===== config.mk =====
export PLATFORM = sky130hd
export DESIGN_NAME = div_ctrl
export DESIGN_NICKNAME = d
export VERILOG_FILES = /design/src/rtl/div_ctrl.sv
export SDC_FILE = /design/constraint.sdc
export NUM_CORES = 1
export LEC_CHECK = 0
export ABC_CLOCK_PERIOD_IN_PS = 2700
export CORE_ASPECT_RATIO = 1.25
export CORE_MARGIN = 10
export CORE_UTILIZATION = 57
export CTS_CLUSTER_DIAMETER = 60
export CTS_CLUSTER_SIZE = 40
export DETAILED_ROUTE_END_ITERATION = 8
export DONT_BUFFER_PORTS = 1
export PLACE_DENSITY = 0.71
export SLEW_MARGIN = 10
export SYNTH_ARGS = -nofsm -noshare
export SYNTH_HDL_FRONTEND = slang
export SYNTH_SLANG_ARGS = --single-unit

===== constraint.sdc =====
create_clock -name clk -period 2.7 [get_ports clk]
set_clock_uncertainty 0.05 [all_clocks]
set_input_delay 0.405 -clock clk [delete_from_list [all_inputs] [get_ports clk]]
set_output_delay 0.405 -clock clk [all_outputs]
set_load 0.01 [all_outputs]

===== src/rtl/div_ctrl.sv =====
`default_nettype none
// ============================================================================
// div_ctrl : sequencing controller between EX-stage M-extension issue and the
//            iterative divider, with a one-entry quotient/remainder cache.
// Revision : 1.0
// ============================================================================
module div_ctrl #(
  parameter int CACHE_EN        = 1,
  parameter int WATCHDOG_CYCLES = 40
) (
  input  logic        clk,
  input  logic        rst,
  input  logic        req_valid,
  output logic        req_ready,
  input  logic [2:0]  req_funct3,
  input  logic [31:0] req_rs1,
  input  logic [31:0] req_rs2,
  input  logic [4:0]  req_rd,
  input  logic        flush,
  output logic        resp_valid,
  input  logic        resp_ready,
  output logic [31:0] resp_data,
  output logic [4:0]  resp_rd,
  output logic        busy,
  output logic        err,
  output logic        div_start,
  output logic [31:0] div_dividend,
  output logic [31:0] div_divisor,
  output logic [2:0]  div_funct3,
  input  logic        div_done,
  input  logic [31:0] div_quotient,
  input  logic [31:0] div_remainder
);

  localparam logic [2:0] S_IDLE  = 3'd0;
  localparam logic [2:0] S_ISSUE = 3'd1;
  localparam logic [2:0] S_WAIT  = 3'd2;
  localparam logic [2:0] S_DRAIN = 3'd3;
  localparam logic [2:0] S_RESP  = 3'd4;
  localparam int         WD_W    = $clog2(WATCHDOG_CYCLES + 1);

  logic [2:0]      state_q, state_d;
  logic [31:0]     rs1_q, rs1_d, rs2_q, rs2_d;
  logic [2:0]      f3_q, f3_d;
  logic [4:0]      rd_q, rd_d;
  logic [31:0]     resp_data_q, resp_data_d;
  logic [4:0]      resp_rd_q, resp_rd_d;
  logic            err_q, err_d;
  logic [WD_W-1:0] wd_q, wd_d;
  logic            cache_valid_q, cache_valid_d;
  logic [31:0]     cache_rs1_q, cache_rs1_d, cache_rs2_q, cache_rs2_d;
  logic            cache_sgn_q, cache_sgn_d;
  logic [31:0]     cache_quo_q, cache_quo_d, cache_rem_q, cache_rem_d;

  logic            w_accept;
  logic            w_hit;
  logic            w_cache_wr;
  logic [WD_W-1:0] w_wd_inc;
  logic [31:0]     w_div_res;

  // Signed ops (div/rem) have funct3[0]=0; signedness is part of the cache key.
  assign w_accept  = req_valid && (state_q == S_IDLE) && !flush;
  assign w_hit     = (CACHE_EN != 0) && cache_valid_q &&
                     (req_rs1 == cache_rs1_q) && (req_rs2 == cache_rs2_q) &&
                     (!req_funct3[0] == cache_sgn_q);
  assign w_wd_inc  = wd_q + 1'b1;
  assign w_div_res = f3_q[1] ? div_remainder : div_quotient;

  always_ff @(posedge clk or negedge rst) begin
    if (!rst) begin
      state_q       <= S_IDLE;
      rs1_q         <= '0;
      rs2_q         <= '0;
      f3_q          <= '0;
      rd_q          <= '0;
      resp_data_q   <= '0;
      resp_rd_q     <= '0;
      err_q         <= 1'b0;
      wd_q          <= '0;
      cache_valid_q <= 1'b0;
      cache_rs1_q   <= '0;
      cache_rs2_q   <= '0;
      cache_sgn_q   <= 1'b0;
      cache_quo_q   <= '0;
      cache_rem_q   <= '0;
    end else begin
      state_q       <= state_d;
      rs1_q         <= rs1_d;
      rs2_q         <= rs2_d;
      f3_q          <= f3_d;
      rd_q          <= rd_d;
      resp_data_q   <= resp_data_d;
      resp_rd_q     <= resp_rd_d;
      err_q         <= err_d;
      wd_q          <= wd_d;
      cache_valid_q <= cache_valid_d;
      cache_rs1_q   <= cache_rs1_d;
      cache_rs2_q   <= cache_rs2_d;
      cache_sgn_q   <= cache_sgn_d;
      cache_quo_q   <= cache_quo_d;
      cache_rem_q   <= cache_rem_d;
    end
  end

  always_comb begin
    state_d       = state_q;
    rs1_d         = rs1_q;
    rs2_d         = rs2_q;
    f3_d          = f3_q;
    rd_d          = rd_q;
    resp_data_d   = resp_data_q;
    resp_rd_d     = resp_rd_q;
    err_d         = err_q;
    wd_d          = wd_q;
    cache_valid_d = cache_valid_q;
    cache_rs1_d   = cache_rs1_q;
    cache_rs2_d   = cache_rs2_q;
    cache_sgn_d   = cache_sgn_q;
    cache_quo_d   = cache_quo_q;
    cache_rem_d   = cache_rem_q;
    w_cache_wr    = 1'b0;

    case (state_q)
      S_IDLE: begin
        if (w_accept) begin
          if (!req_funct3[2]) begin
            err_d = 1'b1;
          end else begin
            rs1_d = req_rs1;
            rs2_d = req_rs2;
            f3_d  = req_funct3;
            rd_d  = req_rd;
            if (w_hit) begin
              resp_data_d = req_funct3[1] ? cache_rem_q : cache_quo_q;
              resp_rd_d   = req_rd;
              state_d     = S_RESP;
            end else begin
              state_d = S_ISSUE;
            end
          end
        end
      end
      S_ISSUE: begin
        wd_d    = '0;
        state_d = flush ? S_DRAIN : S_WAIT;
      end
      S_WAIT: begin
        if (div_done) begin
          w_cache_wr = 1'b1;
          if (flush) begin
            state_d = S_IDLE;
          end else begin
            resp_data_d = w_div_res;
            resp_rd_d   = rd_q;
            state_d     = S_RESP;
          end
        end else if (flush) begin
          state_d = S_DRAIN;
        end else begin
          wd_d = w_wd_inc;
          if (w_wd_inc == WD_W'(WATCHDOG_CYCLES)) begin
            err_d   = 1'b1;
            state_d = S_DRAIN;
          end
        end
      end
      // The divider cannot abort, so its eventual result is still worth caching.
      S_DRAIN: begin
        if (div_done) begin
          w_cache_wr = 1'b1;
          state_d    = S_IDLE;
        end
      end
      S_RESP: begin
        if (flush || resp_ready) state_d = S_IDLE;
      end
      default: state_d = S_IDLE;
    endcase

    if (w_cache_wr) begin
      cache_valid_d = 1'b1;
      cache_rs1_d   = rs1_q;
      cache_rs2_d   = rs2_q;
      cache_sgn_d   = !f3_q[0];
      cache_quo_d   = div_quotient;
      cache_rem_d   = div_remainder;
    end
  end

  always_comb begin
    req_ready  = (state_q == S_IDLE);
    busy       = (state_q != S_IDLE);
    div_start  = (state_q == S_ISSUE);
    resp_valid = (state_q == S_RESP);
  end

  assign resp_data    = resp_data_q;
  assign resp_rd      = resp_rd_q;
  assign err          = err_q;
  assign div_dividend = rs1_q;
  assign div_divisor  = rs2_q;
  assign div_funct3   = f3_q;

endmodule
`default_nettype wire


==> run metrics <==
Reg clk slew, reported paths 0.09 ns; Tcrit/Tclk final between 90% and 100%; Post-route DRC 0; initial antenna violation count 0; Max H-tree Level 1; CTS Sinks 249; DRT Pass-1 Iters 5; multi-input logic area 4810 sq um; Worst R2R Path Depth 8; Routed Antenna Nets 0; P&R area growth vs syn 12.5%; crit path from cache_rs2_q[1]$_DFFE_PN0P_; post-synthesis compound-gate area fraction roughly 5.1%; status complete, but fails checks; Hold WS -0.437 ns; startpoint types register; crit path DAT 2.89 ns; worst min-delay path category in -> async; post-DR wirelength/cell 22.7 um; gpl congestion ~0.79; I/O Pins 251; reg2reg start cache_rs2_q[1]$_DFFE_PN0P_; largest family of logic cells by synthesized area multiplexers; share of the synthesized area in the top cell type 55.3%; mux cell area share after synthesis a little over a quarter; DIE AREA 25800 sq um; syn_nets around 980; vias approximately 6.7k; FP Rows 57; Avg Inst Size Synth 13.5 sq um; largest net degree at the start of global routing 250; vias in the first global route 7173; Mapped Area 11300 sq um; CTS tree done; Starting DRT DRC Count 263; Clock Tree Buf Depth 3; crit path time final 2.57 ns; dominant synthesized flop cell dfrtp_1; Post-Synth Simple-Gate Area between 5 and 6%; layout cells sized above 1 31.5%; Die W 146 um; first-pass GRT wire length 40600 um; synth top area cells dfrtp_1 55%, mux2_2 21%, xor2_1 4.5%; clk root buf clkbuf_16; Yosys warnings 0; R2R Path End resp_rd[3]$_DFFE_PN0P_; I/O Buffers 0; PwrDens 1130 nW/um^2; r2r setup slk 0.13 ns; DR vias/cell 5.83; Crit path required time ~3 ns; flops & latches, synth 249; Leakage approximately 5.5 nW; IR Drop Worst-Case VDD 0.728 mV; setup TNS 0 ns; Fin. Hold Viols 249; sequential area share after synthesis 55.3%; GRT Overall Usage around a fifth; area leader, netlist dfrtp_1; RSZ-0062 raised after global routing no; Pwr Total 14.4 mW; xor-xnor portion of the synthesized cell area 4.90%; Setup violations, final 0; die height 177 um; Initial Util 57.9%; number of diodes 0; total grt overflow 0; setup ws final 0.129 ns; critical path capture point type register; Post-synth ARST share 100%; FILL cells 1454; Setup CP Type reg -> reg; Skew-Pair Late Insertion Delay between 0.4 and 0.5 ns; Post-synth EDFFs 0; FF/Latch Area 6230 sq um; max-slew violation count 0; Least-Margin Pin Slew 1.00 ns; cts bufs inserted 15; post-synthesis adder-cell area fraction 0.111%; drt total wl 26100 um; maxcap violations 0; Setup Fix Bufs, Post-CTS 0; synth unique cells 42; failing checks negative hold slack; Fmax between 0.3 and 0.4 GHz; synthesized instance count around 840; Worst slew margin 33.1%; dpl hpwl 17700 um; Layout Nets 1021; Core Region 19500 sq um; top fanout value on the critical path 27; Post-Place Worst Slack 0.0578 ns
-- state kept, by name (all words and copies together), names as in the netlist --
| signal | flops |
|---|---|
| cache_sgn_q | 1 |
| div_funct3 | 3 |
| resp_rd | 5 |
| cache_rs2_q | 32 |
| cache_rem_q | 32 |
| div_dividend | 32 |
| cache_valid_q | 1 |
| cache_rs1_q | 32 |
| rd_q | 5 |
| div_divisor | 32 |
| cache_quo_q | 32 |
| wd_q | 6 |
| resp_data | 32 |
| err | 1 |
| state_q | 3 |
-- cells in the final DEF, fill, tap and decap left out, types with 3 or more instances in the layout --
cell / synthesis / layout
dlygate4sd3_1: 0 / 60
clkbuf_16: 0 / 15
a211oi_1: 32 / 32
buf_12: 2 / 3
xnor2_1: 5 / 5
bufinv_16: 0 / 3
mux2_4: 19 / 19
nor4_1: 15 / 14
xor2_1: 58 / 58
o21ai_0: 11 / 11
mux2i_1: 32 / 32
inv_1: 8 / 8
nor2_1: 6 / 6
nand2_1: 30 / 28
a21oi_1: 38 / 38
nand3_1: 10 / 10
mux2_2: 214 / 214
nor2b_1: 33 / 33
dfrtp_1: 249 / 248
buf_4: 1 / 7
-- cells in the mapped netlist, types with 2 or more instances --
cell and number:
buf_12 2, nor2b_1 33, nand2_1 30, nor2_1 6, o21ai_0 11, o2bb2ai_1 2
nor4_1 15, or2_2 2, nor3_1 2, mux2i_1 32, a211oi_1 32, nor3b_1 2
a21oi_1 38, clkbuf_1 25, buf_2 3, and3_1 2, mux2_2 214, mux2_4 19
xor2_1 58, inv_1 8, buf_1 14, xnor2_1 5, nand4_1 2, nand3_1 10
o22ai_1 2, nand2b_1 3, dfrtp_1 249
-- logic make-up (layout without fill, tap and decap cells) --
family	Yosys count	in the layout
flip-flops	249	249
adder cells (fa/ha/maj)	1	1
buffers and inverters	54	104
multiplexers	265	265
XOR/XNOR	63	63
AND/OR/NAND/NOR	112	112
AO/OA/AOI/OAI	92	92
-- through the flow --
| step | instance area [sq um] | hold WS, ns | instances | utilization (%) |
|---|---|---|---|---|
| floorplan | 11300 | 0.0594 | 836 | - |
| detailed placement | 11500 | 0.0672 | 1066 | 59.1 |
| global placement | 11500 | 0.0667 | 1066 | 59.1 |
| CTS | 12600 | -0.454 | 1146 | 64.8 |
| global route | 12700 | -0.467 | 1151 | 65.1 |
| finish | 12700 | -0.437 | 1151 | 65.1 |
-- how the worst max path moves through the flow --
| stage | to | depth (start not counted) |
|---|---|---|
| 2_1_floorplan | resp_data[10]$_DFFE_PN0P_ | 8 |
| 3_3_place_gp | resp_rd[2]$_DFFE_PN0P_ | 8 |
| 3_5_place_dp | resp_rd[2]$_DFFE_PN0P_ | 8 |
| 4_1_cts | resp_rd[2]$_DFFE_PN0P_ | 8 |
| 5_1_grt | resp_rd[3]$_DFFE_PN0P_ | 8 |
| 6_report | resp_rd[3]$_DFFE_PN0P_ | 8 |
-- what timing repair did --
action	4_1_cts	5_1_grt
setup endpoints to repair	0	33
hold endpoints to repair	304	254
hold buffers	55	5
resized for setup	0	2
-- power breakdown --
| part | internal (mW) | switching, mW | leakage [nW] |
|---|---|---|---|
| clock | 1.37 | 1.29 | 0.260 |
| combinational | 2.57 | 1.72 | 2.27 |
| sequential | 5.54 | 1.85 | 3.01 |
-- layout make-up --
class,count,share of cell area [%]
timing repair buffer,71,5.72
clock buffer,16,2.99
multi-input combinational,533,37.9
clock inverter,9,1.31
sequential,249,49.2
inverter,8,0.237
tap,265,2.62
-- critical path, cell delays in order, from the launching register on --
cell,delay [ns]
dfrtp_1,0.41
xor2_1,0.18
nor4_2,0.31
buf_4,0.17
nand4_1,0.15
nor4_4,0.36
a32o_2,0.24
buf_12,0.22
mux2_2,0.36
-- per-layer routing --
layer  share of wire [%]  GRT usage, %  wire length (um)  up-vias
met5                   0             0                 0        -
met4                 2.4          5.70               616        0
met3                  11          8.49              2780       44
met2                  50          33.5             13100      213
met1                  37          21.2              9620     3404
li1                    -             -                 -     3049
Note: power is estimated with default switching activity, not from simulation.
